<file path="src/rtl/cv32e40p_ft_pkg.sv">
// rtl/cv32e40p_ft_pkg.sv - shared types and replica selection helper for the redundancy manager
package cv32e40p_ft_pkg;

    typedef enum logic [1:0] {
        FT_TMR    = 2'd0,
        FT_DMR    = 2'd1,
        FT_SINGLE = 2'd2,
        FT_NONE   = 2'd3
    } ft_mode_e;

    typedef enum logic [1:0] {
        RCFG_ACTIVE  = 2'd0,
        RCFG_PENDING = 2'd1,
        RCFG_SWITCH  = 2'd2
    } ft_rcfg_state_e;

    typedef struct packed {
        logic [2:0] p2;
        logic [2:0] p1;
        logic [2:0] p0;
        logic [1:0] count;
        ft_mode_e   mode;
    } ft_sel_t;

    // Lowest-index healthy units fill voter ports 0..2; fewer than three
    // healthy units duplicate the last found index into the remaining ports.
    function automatic ft_sel_t ft_first3_healthy(input logic [7:0] healthy);
        ft_sel_t    s;
        logic [1:0] n;
        s = '0;
        n = 2'd0;
        for (int i = 0; i < 8; i++) begin
            if (healthy[i] && n != 2'd3) begin
                case (n)
                    2'd0:    s.p0 = 3'(i);
                    2'd1:    s.p1 = 3'(i);
                    default: s.p2 = 3'(i);
                endcase
                n = n + 2'd1;
            end
        end
        case (n)
            2'd3: s.mode = FT_TMR;
            2'd2: begin
                s.p2   = s.p1;
                s.mode = FT_DMR;
            end
            2'd1: begin
                s.p1   = s.p0;
                s.p2   = s.p0;
                s.mode = FT_SINGLE;
            end
            default: s.mode = FT_NONE;
        endcase
        s.count = n;
        return s;
    endfunction

endpackage

</file>
<file path="src/rtl/cv32e40p_ft_err_counter.sv">
// rtl/cv32e40p_ft_err_counter.sv - leaky saturating error counter with sticky fault flag
module cv32e40p_ft_err_counter
    import cv32e40p_ft_pkg::*;
#(
    parameter int CNT_W        = 4,
    parameter int FAULT_THRESH = 8
) (
    input  logic clk,
    input  logic rst_n,
    input  logic update,
    input  logic mismatch,
    input  logic force_faulty,
    input  logic clear,
    output logic faulty,
    output logic faulty_next
);

    localparam logic [CNT_W-1:0] CNT_MAX = {CNT_W{1'b1}};
    localparam logic [CNT_W-1:0] THRESH  = CNT_W'(FAULT_THRESH);

    logic [CNT_W-1:0] cnt_q, cnt_d;
    logic             faulty_q, faulty_d;

    // Leak toward zero on agreement, climb on disagreement; a faulty unit freezes.
    always_comb begin
        cnt_d    = cnt_q;
        faulty_d = faulty_q;
        if (clear) begin
            cnt_d    = '0;
            faulty_d = 1'b0;
        end else begin
            if (update && !faulty_q) begin
                if (mismatch) begin
                    cnt_d = (cnt_q == CNT_MAX) ? cnt_q : cnt_q + 1'b1;
                end else begin
                    cnt_d = (cnt_q == '0) ? cnt_q : cnt_q - 1'b1;
                end
                if (cnt_d >= THRESH) begin
                    faulty_d = 1'b1;
                end
            end
            if (force_faulty) begin
                faulty_d = 1'b1;
            end
        end
    end

    // Counter and fault flag registers.
    always_ff @(posedge clk) begin
        if (!rst_n) begin
            cnt_q    <= '0;
            faulty_q <= 1'b0;
        end else begin
            cnt_q    <= cnt_d;
            faulty_q <= faulty_d;
        end
    end

    assign faulty      = faulty_q;
    assign faulty_next = faulty_d;

endmodule

</file>
<file path="src/rtl/cv32e40p_redundancy_manager_ft.sv">
// rtl/cv32e40p_redundancy_manager_ft.sv - replica health tracking and safe-point voter reconfiguration
module cv32e40p_redundancy_manager_ft
    import cv32e40p_ft_pkg::*;
#(
    parameter int N_UNITS      = 4,
    parameter int CNT_W        = 4,
    parameter int FAULT_THRESH = 8,
    parameter int IDX_W        = $clog2(N_UNITS)
) (
    input  logic                 clk,
    input  logic                 rst_n,
    input  logic                 check_valid_i,
    input  logic [N_UNITS-1:0]   mismatch_i,
    input  logic [N_UNITS-1:0]   force_faulty_i,
    input  logic                 clear_faults_i,
    input  logic                 idle_i,
    output logic [N_UNITS-1:0]   faulty_o,
    output logic [N_UNITS-1:0]   enable_o,
    output logic [3*IDX_W-1:0]   sel_idx_o,
    output logic [1:0]           mode_o,
    output logic                 totally_defective_o,
    output logic                 reconfig_pending_o,
    output logic                 reconfig_done_o
);

    ft_rcfg_state_e state_q, state_d;
    logic [N_UNITS-1:0] faulty_next;
    logic               fault_change;
    logic [7:0]         healthy;
    ft_sel_t            new_sel;
    logic [N_UNITS-1:0] new_enable;

    for (genvar k = 0; k < N_UNITS; k++) begin : g_cnt
        cv32e40p_ft_err_counter #(
            .CNT_W        (CNT_W),
            .FAULT_THRESH (FAULT_THRESH)
        ) u_cnt (
            .clk          (clk),
            .rst_n        (rst_n),
            .update       (enable_o[k] && check_valid_i),
            .mismatch     (mismatch_i[k]),
            .force_faulty (force_faulty_i[k]),
            .clear        (clear_faults_i),
            .faulty       (faulty_o[k]),
            .faulty_next  (faulty_next[k])
        );
    end

    // A clear always requests a reselection, even if nothing was faulty.
    assign fault_change = (faulty_next != faulty_o) || clear_faults_i;

    // Reconfiguration state register.
    always_ff @(posedge clk) begin
        if (!rst_n) begin
            state_q <= RCFG_ACTIVE;
        end else begin
            state_q <= state_d;
        end
    end

    // Wait for a safe point; a fault landing during SWITCH queues another pass.
    always_comb begin
        state_d = state_q;
        case (state_q)
            RCFG_ACTIVE:  if (fault_change) state_d = RCFG_PENDING;
            RCFG_PENDING: if (idle_i) state_d = RCFG_SWITCH;
            RCFG_SWITCH:  state_d = fault_change ? RCFG_PENDING : RCFG_ACTIVE;
            default:      state_d = RCFG_ACTIVE;
        endcase
    end

    // Status outputs decoded from state.
    always_comb begin
        reconfig_pending_o = (state_q == RCFG_PENDING) || (state_q == RCFG_SWITCH);
        reconfig_done_o    = (state_q == RCFG_SWITCH);
    end

    // Candidate selection from the current healthy set.
    always_comb begin
        healthy              = '0;
        healthy[N_UNITS-1:0] = ~faulty_o;
        new_sel              = ft_first3_healthy(healthy);
        for (int k = 0; k < N_UNITS; k++) begin
            new_enable[k] = (new_sel.count != 2'd0) &&
                            ((new_sel.p0 == 3'(k)) || (new_sel.p1 == 3'(k)) || (new_sel.p2 == 3'(k)));
        end
    end

    // The live selection only changes on the SWITCH cycle.
    always_ff @(posedge clk) begin
        if (!rst_n) begin
            sel_idx_o           <= {IDX_W'(2), IDX_W'(1), IDX_W'(0)};
            enable_o            <= N_UNITS'(3'b111);
            mode_o              <= FT_TMR;
            totally_defective_o <= 1'b0;
        end else if (state_q == RCFG_SWITCH) begin
            sel_idx_o           <= {IDX_W'(new_sel.p2), IDX_W'(new_sel.p1), IDX_W'(new_sel.p0)};
            enable_o            <= new_enable;
            mode_o              <= new_sel.mode;
            totally_defective_o <= (new_sel.mode == FT_NONE);
        end
    end

endmodule

</file>
<file path="config.mk">
export PLATFORM = sky130hd
export DESIGN_NAME = cv32e40p_redundancy_manager_ft
export DESIGN_NICKNAME = d
export VERILOG_FILES = /design/src/rtl/cv32e40p_ft_pkg.sv /design/src/rtl/cv32e40p_ft_err_counter.sv /design/src/rtl/cv32e40p_redundancy_manager_ft.sv
export SDC_FILE = /design/constraint.sdc
export NUM_CORES = 1
export LEC_CHECK = 0
export CORE_MARGIN = 2
export CORE_UTILIZATION = 40
export DETAILED_ROUTE_END_ITERATION = 16
export PLACE_DENSITY = 0.75
export SLEW_MARGIN = 10
export SYNTH_ARGS = -nofsm -noshare
export SYNTH_HDL_FRONTEND = slang
export SYNTH_SLANG_ARGS = --single-unit
</file>
<file path="constraint.sdc">
create_clock -name clk -period 3.3 [get_ports clk]
set_clock_uncertainty 0.1 [all_clocks]
set_input_delay 0.495 -clock clk [delete_from_list [all_inputs] [get_ports clk]]
set_output_delay 0.495 -clock clk [all_outputs]
set_load 0.01 [all_outputs]
</file>
-- Word level (Yosys, flattened, before mapping)
Index checks and enable logic that the tools add are counted.
- bits in registers: 35
- latch bits: 0
- bits in writable memories: 0
- ROM bits: 0
- bits of input ports: 13
- output and inout bits: 19
- logic and storage cells: 163
- memories: 0
- $add $sub $neg: 11
- multiply operators: 0
- div/mod/pow operators: 0
- magnitude comparators: 4
- eq/ne operators: 28
- shift-type cells: 0
- multiplexer cells: 59
- bitwise operators: 2
- reduce and logical (&&, ||, !) cells: 46
- operators by type and width (cell ; count):
    4-bit two-way mux ; 20
    1-bit two-way mux ; 21
    3-bit two-way mux ; 7
    3-bit by 2-bit == test with 1-bit output, second input constant ; 6
    9-bit two-way mux ; 2
    4-bit by 1-bit adder with 4-bit output, second input constant ; 4
    4-bit == test, second input constant ; 4
    4-bit greater-or-equal comparator, second input constant ; 4
    4-bit zero test ; 4
    4-bit by 1-bit subtractor with 4-bit output, second input constant ; 4
    1-bit logical AND ; 15
    2-bit case mux with 3 select lines ; 2
    2-bit by 1-bit == test with 1-bit output, second input constant ; 5
    1-bit logical OR ; 10
    2-bit two-way mux ; 5
    2-bit != test, second input constant ; 5
    3-bit by 1-bit == test with 1-bit output, second input constant ; 3
    3-bit zero test ; 3
    2-bit == test, second input constant ; 4
    2-bit zero test ; 4
    2-bit OR reduction ; 4
    7-bit two-way mux ; 1
    2-bit by 1-bit adder with 2-bit output, second input constant ; 3
    3-bit case mux with 2 select lines ; 1
    6 further kinds ; 9

-- Depth between registers and ports, before layout
- depth in word-level cells: 17
- gate-level depth with buffers: 14
- depth with buffers taken out: 14

-- Cells and area by module
Synthesis repeated with hierarchy kept, for this count alone.
- cells, all modules: 341
- area total of the unflattened synthesis: 2859.0 sq um
- modules (own cells, without submodules) (module ; instances ; cells each ; area an instance (sq um) ; seq. area each (sq um)):
    cv32e40p_ft_err_counter ; 4 ; 51 ; 406.6 ; 100.1
    cv32e40p_redundancy_manager_ft ; 1 ; 137 ; 1232.4 ; 300.3

-- Worst setup path after synthesis
Ideal clock, no wire load.
- path type: register to register
- start: reg g_cnt[0].u_cnt.faulty_q
- end: reg enable_o[0]
- library setup time: 0.144 ns
- arrival time: 3.049 ns
- data required time: 3.056 ns
- slack: 0.008 ns
- stages on the path, launching flop included: 14
- path buffers: 0
- period minus slack after synthesis: 3.292 ns
- cell sequence: dfxtp_1 > inv_1 > ha_1 > o21ai_0 > o21ai_0 > ha_1 > nor2_2 > mux2i_1 > ha_1 > o211ai_1 > a31oi_1 > inv_1 > a222oi_1 > o221ai_1
- cells in the longest elaborated chain, start to end: 17
- elaborated cells on any way between the ends: 46
- classes of those cells: 3 x add/sub; 8 x eq/ne; 18 x mux; 1 x bitwise; 16 x reduce/logical
- RTL lines (item ; RTL line ; RTL):
    start: declaration ; cv32e40p_ft_err_counter.sv:22 ; logic faulty_q, faulty_d;
    start signal: assignment ; cv32e40p_ft_err_counter.sv:55 ; faulty_q <= faulty_d;
    4-bit NOT * ; cv32e40p_redundancy_manager_ft.sv:81 ; healthy[N_UNITS-1:0] = ~faulty_o;
    1-bit two-way mux * ; cv32e40p_ft_pkg.sv:33 ; if (healthy[i] && n != 2'd3) begin
    branches (longest 14 deep; another with 2-bit by 1-bit adder with 2-bit output) ; n/a ;
    1-bit logical AND * ; cv32e40p_redundancy_manager_ft.sv:84 ; new_enable[k] = (new_sel.count != 2'd0) &&
    end signal: assignment ; cv32e40p_redundancy_manager_ft.sv:93 ; enable_o <= N_UNITS'(3'b111);
    end signal: assignment ; cv32e40p_redundancy_manager_ft.sv:98 ; enable_o <= new_enable;
    end: declaration ; cv32e40p_redundancy_manager_ft.sv:18 ; output logic [N_UNITS-1:0] enable_o,
Every way passes the cells marked *.
A chain may end at the register's enable or synchronous reset.

-- Final worst setup path
- start: reg g_cnt[1].u_cnt.faulty_q
- end: reg enable_o[2]
- cells in the longest elaborated chain, start to end: 15
- elaborated cells on any way between the ends: 37
- classes of those cells: 2 x add/sub; 9 x eq/ne; 14 x mux; 1 x bitwise; 11 x reduce/logical
- RTL lines (item ; RTL line):
    start: declaration ; cv32e40p_ft_err_counter.sv:22
    start signal: assignment ; cv32e40p_ft_err_counter.sv:55
    4-bit NOT * ; cv32e40p_redundancy_manager_ft.sv:81
    1-bit logical AND * ; cv32e40p_ft_pkg.sv:33
    branches (longest 12 deep; another with 2-bit by 1-bit adder with 2-bit output) ; n/a
    1-bit logical AND * ; cv32e40p_redundancy_manager_ft.sv:84
Marks and branches as above.

==> summary.md <==
| Metric | Value |
|---|---|
| Worst EP arrival | 3.25 ns |
| Die Wd | 82.4 um |
| Critical Path RT | 3.36 ns |
| Max frequency | 314 MHz |
| CTS hold repair buffers | 0 |
| Worst-margin pin slew | 0.762 ns |
| GRT overflow | 0 |
| IO Port Bufs | 31 |
| Minimum clock period after layout | 3.19 ns |
| Setup Viol. Count Final | 0 |
| DIE AREA | 6780 um2 |
| Post-synthesis sequential area ratio | 28.5% |
| Max clock buf depth | 2 |
| CTS root buffer | clkbuf_8 |
| Worst-path clk slew | 0.07 ns |
| Most frequent CP cell | buf_4 |
| First-pass GRT wire length | 9030 um |
| Worst vdd rail ir drop | 268 uV |
| Final Hold Viols | 0 |
| EDFF count, synth | 0 |
| Clock Latency Late Sink | 0.28 ns |
| Leak Pwr | 0.00118 uW |
| CP max stage cell | fa_2 |
| Worst hold slack | 0.393 ns |
| Worst setup startpoint | g_cnt[1].u_cnt.faulty |
| Ys Warns | 0 |
| Primary FF master, synth | dfxtp_1 |
| Fin crit share | 96.6% |
| CP Max Fanout | 6 |
| Core Area | 5920 um2 |
| Vias in the first global route | 1969 |
| CP endpoint kind | flip-flop |
| Initial DRC Count | 135 |
| DRC Markers | 0 |
| Min-Delay Path Class | flip-flop to flip-flop |
| DR vias | 2335 |
| Tot Pwr | 1420 uW |
| Slew Viols, Final | 0 |
| Layout cells sized above 1 | 11.0% |
| WP buf/inv | 5 |
| Max-Cap Viols | 0 |
| Cells after Synth | 311 |
| Status | finished, final reports clean |
| # nets final | 384 |
| HP Start | sel_idx_o[5] |
| Initial antenna violation count | 0 |
| Ys async rst share | 0% |
| Via density | 5.56 |
| Sequence of cells on the critical path | inv_2 -> fa_2 -> ha_4 -> nor2_4 -> mux2i_4 -> buf_4 -> inv_1 -> ha_1 -> o21ai_1 -> a31oi_1 -> buf_4 -> buf_4 -> a222oi_1 -> o221ai_1 |
| Crit start category | flip-flop |
| Worst R2R Start | g_cnt[1].u_cnt.faulty |
| Commonest non-fill, non-tap cell in the layout | dfxtp_1 |
| Sink Count | 35 |
| Top Family by Delay on Critical Path | adder cells |
| CTS tree | yes |
| Dpl ws | 0.0505 ns |
| Dpl hpwl | 4140 um |
| Final WL | 5630 um |
| Gpl congestion | 0.863 |
| #FFs+latches synth | 35 |
| Cell variety after synth | 50 |
| Die H | 82.4 um |
| Gr usage total | 16.9% |
| Max stage delay on crit path | 0.53 ns |
| Std-Cell Rows | 28 |
| Final core occ | 51.6% |
| Ant diodes | 0 |
| Area Growth Syn to Fin | 24.3% |
| Largest net degree at the start of global routing | 21 |
| CTS H-Tree Depth | 2 |
| Avg Inst Size Synth | 7.90 um2 |
| DRT antenna net count | 0 |
| Syn nets | 350 |
| Detailed Routing Iterations Pass 1 | 4 |
| Setup ws final | 0.113 ns |
| Commonest cells after routing, fill and taps aside | dfxtp_1, a21oi_1, clkdlybuf4s50_1 |
| # IOs | 32 |
| Routed length per instance | 13.4 um |
| CTS buffer count | 5 |
| Power per Cell Area | 464 nW/um2 |
| Relative slew slack | 49.2% |
| Kind of critical path | flip-flop to flip-flop |
| Synthesized area | 2460 um2 |
| Initial Util | 41.5% |
layer usage:
layer	part of all wire, %	track usage [%]	vias to the layer above	wire, um
met5	0	0	-	0
met4	0.91	4.50	0	51
met3	4.5	3.04	4	254
met2	44	26.5	56	2500
met1	50	23.9	1102	2830
li1	-	-	1173	-
final cells by class:
cell class	instances	area, um2
tap	75	93.8
timing repair buffer	42	405
sequential	35	702
multi-input combinational	232	1660
clock buffer	6	82.6
inverter	29	109
clock inverter	1	5.00
fill	553	2870
worst paths after layout:
kind / to / slack [ns] / depth (start not counted)
min: sel_idx_o[5] / 0.39 / 2
max: enable_o[2] / 0.11 / 14
max reg2reg: enable_o[2] / 0.11 / 14
min reg2reg: sel_idx_o[5] / 0.39 / 2
Yosys cell counts, drive strengths merged, types with 3 or more instances:
cell     n  share of area [%]
a211oi   5                1.5
a21o     3               0.92
a21oi   32                6.5
a222oi   4                1.6
buf      7                2.1
clkbuf   8                1.2
dfxtp   35                 29
ha      25                 13
inv     29                4.4
mux2i   11                4.5
nand2   25                3.9
nand2b   4                1.0
nand3   13                2.6
nor2    29                4.5
nor2b    4                1.0
nor3     6                1.2
nor3b    3                1.1
o21a     3               0.92
o21ai   22                4.5
o221ai   4                1.7
o31ai    5                1.5
or3      5                1.3
xnor2    5                1.8
metrics by stage:
stage	area, um2	instances	setup TNS, ns
after floorplan	2460	311	0
after global placement	2840	410	0
after detailed placement	2840	410	0
after CTS	2930	417	0
after global routing	3050	420	-0.0144
final	3050	420	0
power breakdown:
group | total, uW | switching (uW) | leakage (uW) | internal, uW
logic | 587 | 294 | 0.000845 | 293
registers | 511 | 43.9 | 0.000285 | 467
clock network | 318 | 154 | 0.0000470 | 164
what timing repair did:
item,CTS,global route
gates resized for setup,0,18
setup buffers,0,3
endpoints found under the setup margin,0,6
cell families after synthesis:
| kind of cell | after synthesis | share of synthesized area, % |
|---|---|---|
| mux | 11 | 4.48 |
| xor+xnor | 5 | 1.78 |
| compound gates | 94 | 25.0 |
| buf+inv | 44 | 7.74 |
| simple gates | 96 | 19.0 |
| fa+ha+maj | 26 | 13.6 |
| flops | 35 | 28.5 |
sequential cells by signal (all words and copies together) (netlist names):
| name | count |
|---|---|
| enable_o | 4 |
| totally_defective_o | 1 |
| mode_o | 2 |
| sel_idx_o | 6 |
| state_q | 2 |
| g_cnt.u_cnt.faulty | 4 |
| g_cnt.u_cnt.cnt_q | 16 |
worst reg2reg max path: stages, from the launching register on:
cell and delay [ns]:
dfxtp_2 0.37, inv_2 0.10, fa_2 0.53, ha_4 0.21, nor2_4 0.18, mux2i_4 0.28
buf_4 0.15, inv_1 0.04, ha_1 0.20, o21ai_1 0.08, a31oi_1 0.13, buf_4 0.15
buf_4 0.13, a222oi_1 0.28, o221ai_1 0.14
(Power assumes the default switching activity.)
